--- src/rtl/led_pkg.sv ---
`default_nettype none
// ============================================================================
// Module      : led_pkg
// Description : Shared constants and fade-state encoding for the LED fader.
// Revision    : 1.0 - initial release
// ============================================================================
package led_pkg;

    localparam int unsigned PWM_BITS_DEF = 8;

    function automatic int unsigned duty_max(input int unsigned bits);
        return (32'd1 << bits) - 32'd1;
    endfunction

    localparam int unsigned DUTY_MAX = duty_max(PWM_BITS_DEF);

    typedef enum logic [1:0] {
        OFF  = 2'd0,
        RISE = 2'd1,
        ON   = 2'd2,
        FALL = 2'd3
    } fade_state_e;

endpackage
`default_nettype wire

--- src/rtl/led_fade_channel.sv ---
`default_nettype none
// ============================================================================
// Module      : led_fade_channel
// Description : One LED channel: linear fade FSM, duty register, PWM compare.
// Revision    : 1.0 - initial release
// ============================================================================
module led_fade_channel
    import led_pkg::*;
#(
    parameter int unsigned PWM_BITS = PWM_BITS_DEF
) (
    input  logic                sys_clk,
    input  logic                sys_rst,
    input  logic                enable,
    input  logic                step_tick,
    input  logic                target,
    input  logic [PWM_BITS-1:0] pwm_cnt,
    output logic                led_out,
    output logic                at_target
);

    localparam logic [PWM_BITS-1:0] C_MAX = PWM_BITS'(duty_max(PWM_BITS));
    localparam logic [PWM_BITS-1:0] C_ONE = PWM_BITS'(1);

    fade_state_e         state_q, state_d;
    logic [PWM_BITS-1:0] duty_q, duty_d;
    logic                led_q, led_d;

    always_comb begin
        state_d = state_q;
        duty_d  = duty_q;
        // Full duty bypasses the compare so the LED is solidly on, no gap at wrap.
        led_d   = enable & ((duty_q == C_MAX) | (pwm_cnt < duty_q));
        if (!enable) begin
            state_d = OFF;
            duty_d  = '0;
        end else if (step_tick) begin
            unique case (state_q)
                OFF: begin
                    if (target) begin
                        duty_d  = duty_q + C_ONE;
                        state_d = (duty_d == C_MAX) ? ON : RISE;
                    end
                end
                RISE, FALL: begin
                    if (target && (duty_q != C_MAX)) begin
                        duty_d  = duty_q + C_ONE;
                        state_d = (duty_d == C_MAX) ? ON : RISE;
                    end else if (!target && (duty_q != '0)) begin
                        duty_d  = duty_q - C_ONE;
                        state_d = (duty_d == '0) ? OFF : FALL;
                    end
                end
                ON: begin
                    if (!target) begin
                        duty_d  = duty_q - C_ONE;
                        state_d = (duty_d == '0) ? OFF : FALL;
                    end
                end
                default: state_d = OFF;
            endcase
        end
    end

    always_ff @(posedge sys_clk) begin
        if (sys_rst) begin
            state_q <= OFF;
            duty_q  <= '0;
            led_q   <= 1'b0;
        end else begin
            state_q <= state_d;
            duty_q  <= duty_d;
            led_q   <= led_d;
        end
    end

    assign led_out   = led_q;
    assign at_target = (duty_q == (target ? C_MAX : '0));

endmodule
`default_nettype wire

--- src/rtl/led_fade_pwm.sv ---
`default_nettype none
// ============================================================================
// Module      : led_fade_pwm
// Description : Fades each LED of an on/off pattern up/down through PWM.
// Revision    : 1.0 - initial release
// ============================================================================
module led_fade_pwm
    import led_pkg::*;
#(
    parameter int unsigned N_LED    = 4,
    parameter int unsigned PWM_BITS = PWM_BITS_DEF,
    parameter int unsigned STEP_DIV = 2000
) (
    input  logic             sys_clk,
    input  logic             sys_rst,
    input  logic             enable,
    input  logic [N_LED-1:0] led_in,
    output logic [N_LED-1:0] led_out,
    output logic             fading
);

    localparam int unsigned       SW          = (STEP_DIV > 1) ? $clog2(STEP_DIV) : 1;
    localparam logic [SW-1:0]     C_STEP_LAST = SW'(STEP_DIV - 1);

    logic [N_LED-1:0]    tgt_q, tgt_d;
    logic [PWM_BITS-1:0] pwm_cnt_q, pwm_cnt_d;
    logic [SW-1:0]       step_cnt_q, step_cnt_d;
    logic                fading_q, fading_d;
    logic                step_tick;
    logic [N_LED-1:0]    at_target;

    assign step_tick = (step_cnt_q == C_STEP_LAST);

    always_comb begin
        tgt_d      = led_in;
        pwm_cnt_d  = pwm_cnt_q + PWM_BITS'(1);
        step_cnt_d = step_cnt_q + SW'(1);
        // Disabling parks the divider so a re-enable starts a full step interval.
        if (!enable || step_tick) begin
            step_cnt_d = '0;
        end
        fading_d   = enable & ~(&at_target);
    end

    always_ff @(posedge sys_clk) begin
        if (sys_rst) begin
            tgt_q      <= '0;
            pwm_cnt_q  <= '0;
            step_cnt_q <= '0;
            fading_q   <= 1'b0;
        end else begin
            tgt_q      <= tgt_d;
            pwm_cnt_q  <= pwm_cnt_d;
            step_cnt_q <= step_cnt_d;
            fading_q   <= fading_d;
        end
    end

    generate
        for (genvar i = 0; i < N_LED; i++) begin : g_ch
            led_fade_channel #(
                .PWM_BITS (PWM_BITS)
            ) u_ch (
                .sys_clk   (sys_clk),
                .sys_rst   (sys_rst),
                .enable    (enable),
                .step_tick (step_tick),
                .target    (tgt_q[i]),
                .pwm_cnt   (pwm_cnt_q),
                .led_out   (led_out[i]),
                .at_target (at_target[i])
            );
        end
    endgenerate

    assign fading = fading_q;

endmodule
`default_nettype wire

--- config.mk ---
export PLATFORM = sky130hd
export DESIGN_NAME = led_fade_pwm
export DESIGN_NICKNAME = d
export VERILOG_FILES = /design/src/rtl/led_pkg.sv /design/src/rtl/led_fade_channel.sv /design/src/rtl/led_fade_pwm.sv
export SDC_FILE = /design/constraint.sdc
export NUM_CORES = 1
export LEC_CHECK = 0
export CELL_PAD_IN_SITES_DETAIL_PLACEMENT = 1
export CELL_PAD_IN_SITES_GLOBAL_PLACEMENT = 1
export CORE_ASPECT_RATIO = 1.1
export CORE_MARGIN = 2
export CORE_UTILIZATION = 30
export DETAILED_ROUTE_END_ITERATION = 8
export DONT_BUFFER_PORTS = 1
export PLACE_DENSITY_LB_ADDON = 0.1
export SLEW_MARGIN = 40
export SYNTH_ARGS = -nofsm -noshare
export SYNTH_HDL_FRONTEND = slang
export SYNTH_HIERARCHICAL = 1
export SYNTH_SLANG_ARGS = --single-unit
--- constraint.sdc ---
create_clock -name sys_clk -period 8.3 [get_ports sys_clk]
set_clock_uncertainty 0.15 [all_clocks]
set_input_delay 1.66 -clock sys_clk [delete_from_list [all_inputs] [get_ports sys_clk]]
set_output_delay 1.66 -clock sys_clk [all_outputs]
set_load 0.02 [all_outputs]
==> results.json <==
{
  "holdBufCountCts": 0,
  "fp.dieW_um": 137,
  "drc_errors": 0,
  "synth_nets": 765,
  "r2r-end": "g_ch[0].u_ch/duty_q[7]",
  "synth_seq_cells": 68,
  "finalCriticalPeriod_ns": 2.65,
  "synthAdderAreaFrac_pct": 10.8,
  "wl_met1_um": 7960,
  "grt_pass1_wl_um": 28000,
  "fin_nets": 744,
  "synth_cell_types": 55,
  "cts_made_buffers": 9,
  "track_usage_pct": 17.4,
  "wl_per_cell_um": 17.7,
  "first_global_vias": 5285,
  "yosys_warnings": 6,
  "crit_end": "g_ch[0].u_ch/duty_q[7]",
  "die_area_um2": 20400,
  "path_class": "reg2reg",
  "worst_pin_slew_ns": 0.607,
  "utilization_pct": 32.5,
  "power_mw": 0.740,
  "grt_overflow": 0,
  "synthXorXnorAreaFrac_pct": 5.14,
  "vias_per_cell": 5.50,
  "instances_no_fill": 938,
  "synth_edf_count": 0,
  "p_leak_nw": 2.21,
  "cpMaxStageDelayCell": "dfxtp_1",
  "hp-class": "reg2reg",
  "dr_wl_met3_um": 335,
  "powerDensity_nw_per_um2": 120,
  "netlist_area_um2": 5800,
  "outcome": "complete, no violations",
  "max_clock_freq_mhz": 377,
  "totalNegativeSetupSlack_ns": 0,
  "ios": 12,
  "fin_crit_sh_pct": 31.9,
  "synth.avg_cell_area_um2": 8.19,
  "cts-root-buf": "clkbuf_16",
  "grt_max_degree": 22,
  "drt_pre_antenna_iters": 4,
  "end_kind": "flop",
  "r2r_start": "g_ch[0].u_ch/duty_q[0]",
  "rsz0062_at_grt": "no",
  "routabilityCongestion": 0.806,
  "met2WireLength_um": 7990,
  "synthToLayoutAreaGrowth_pct": 6.78,
  "layout_common_cells": "68 x dfxtp_1, 53 x nor2_1, 50 x a21oi_1, 50 x ha_1",
  "slew_viol_final": 0,
  "synth_seq_area_share_pct": 23.5,
  "worstPathArrival_ns": 2.76,
  "htree_levels": 3,
  "async_flop_share_pct": 0,
  "first_iter_violations": 180,
  "cts_setup_buffers": 0,
  "crit_start": "g_ch[0].u_ch/duty_q[0]",
  "critPathRequiredTime_ns": 8.41,
  "clkSinkCount": 68,
  "synth_top_family_by_area": "simple AND/OR/NAND/NOR gates",
  "postCtsResizedCells": 0,
  "synth_simple_gate_area_share_pct": 26.5,
  "crit_fanout": 11,
  "antenna_found_initial": 0,
  "antennaDiodeCount": 0,
  "wl_um": 16600,
  "max-vdd-ir-drop_mv": 0.107,
  "synth_cells": 708,
  "num_rows": 53,
  "finalHoldViolCount": 0,
  "slowest_delay_ns": 0.50,
  "clk_latency_ns": 0.34,
  "core-area_um2": 19000,
  "setup_slack_ns": 5.65,
  "detail-route-antenna-nets": 0,
  "setup_viol": 0,
  "layout-drive-gt1-share_pct": 6.37,
  "ys.flop_type": "dfxtp_1",
  "dp_cells": 923,
  "path_cells": "ha_1, and4_4, nand4_4, a31o_1, mux2i_1, or3_1, a21oi_1",
  "mostFrequentLayoutCell": "dfxtp_1",
  "ff2ff_path_depth": 7,
  "cts.reportedPaths.clkPinSlew_ns": 0.06,
  "portBuffers": 0,
  "dpl.hpwl_um": 12400,
  "crit_path_start_kind": "flop",
  "start_util_pct": 30.5,
  "cts_tree": "built",
  "pre_cts_ws_ns": 5.56,
  "synth.area.mux_share_pct": 5.70,
  "dieHeight_um": 150,
  "max-cap-violations": 0,
  "maxUsedRoutingLayer": "met4",
  "clk_path_buf_depth": 2,
  "reg2reg_slack_ns": 5.65,
  "synth-compound-area-share_pct": 22.2,
  "vias": 5160,
  "relSlewSlack_pct": 59.5
}
## flip-flops by register name, summed over array words and instances, names as in the netlist
| signal | cells |
|---|---|
| tgt_q | 4 |
| fading | 1 |
| g_ch.u_ch/state_q | 8 |
| pwm_cnt_q | 8 |
| step_cnt_q | 11 |
| g_ch.u_ch/led_out | 4 |
| g_ch.u_ch/duty_q | 32 |
## Yosys cell counts, types with 17 or more instances
cell,n,area [um2]
a21o_1,20,150
mux2i_1,24,240
o21ai_0,43,215
nand2_1,43,161
ha_1,50,626
a21oi_1,50,250
nand3_1,33,165
dfxtp_1,68,1360
inv_1,43,161
xnor2_1,27,236
nor2_1,53,199
nand4_1,21,131
nor2b_1,19,119
clkbuf_1,17,63.8
## cell families (layout without fill, tap and decap cells)
| kind of cell | Yosys count | after routing |
|---|---|---|
| AO/OA/AOI/OAI | 193 | 193 |
| XOR/XNOR | 34 | 34 |
| adder cells (fa/ha/maj) | 50 | 50 |
| buffers and inverters | 76 | 59 |
| flip-flops | 68 | 68 |
| multiplexers | 28 | 28 |
| AND/OR/NAND/NOR | 259 | 259 |
## layer usage
| layer | up-vias | GRT usage [%] |
|---|---|---|
| met3 | 20 | 2.88 |
| li1 | 2568 | - |
| met5 | - | 0 |
| met1 | 2530 | 22.3 |
| met2 | 42 | 29.2 |
| met4 | 0 | 6.30 |
## where the power goes
group	internal, mW	switching, mW	total, mW
clock	0.216	0.151	0.367
combinational	0.0150	0.0181	0.0331
sequential	0.331	0.00933	0.340
total	0.562	0.178	0.740
## worst min path at each step
stage / startpoint / end / cells after the start
final: step_cnt_q[0] / step_cnt_q[0] / 1
after global routing: step_cnt_q[0] / step_cnt_q[0] / 1
after CTS: step_cnt_q[0] / step_cnt_q[0] / 1
after detailed placement: step_cnt_q[0] / step_cnt_q[0] / 1
after global placement: step_cnt_q[0] / step_cnt_q[0] / 1
after floorplan: step_cnt_q[0] / step_cnt_q[0] / 1
## worst max-delay path: cells and delay by family (launching register included)
family | cells | cell delay (ns)
simple gates | 3 | 0.75
compound gates | 2 | 0.62
fa+ha+maj | 1 | 0.34
flops | 1 | 0.50
mux | 1 | 0.20
## stage by stage
stage	cell area, um2	hold WS, ns
finish	6190	0.316
global route	6190	0.360
floorplan	5800	0.280
CTS	6190	0.329
detailed placement	5920	0.316
global placement	5920	0.295
## area by class of cell
class	instances	area [um2]
multi-input cells	564	4080
well taps	247	309
repair buffers	1	7.51
flip-flops and latches	68	1360
fillers	2273	12800
inverters	43	161
clock inverters	2	10.0
clock buffers	13	260
(Power assumes the default switching activity.)
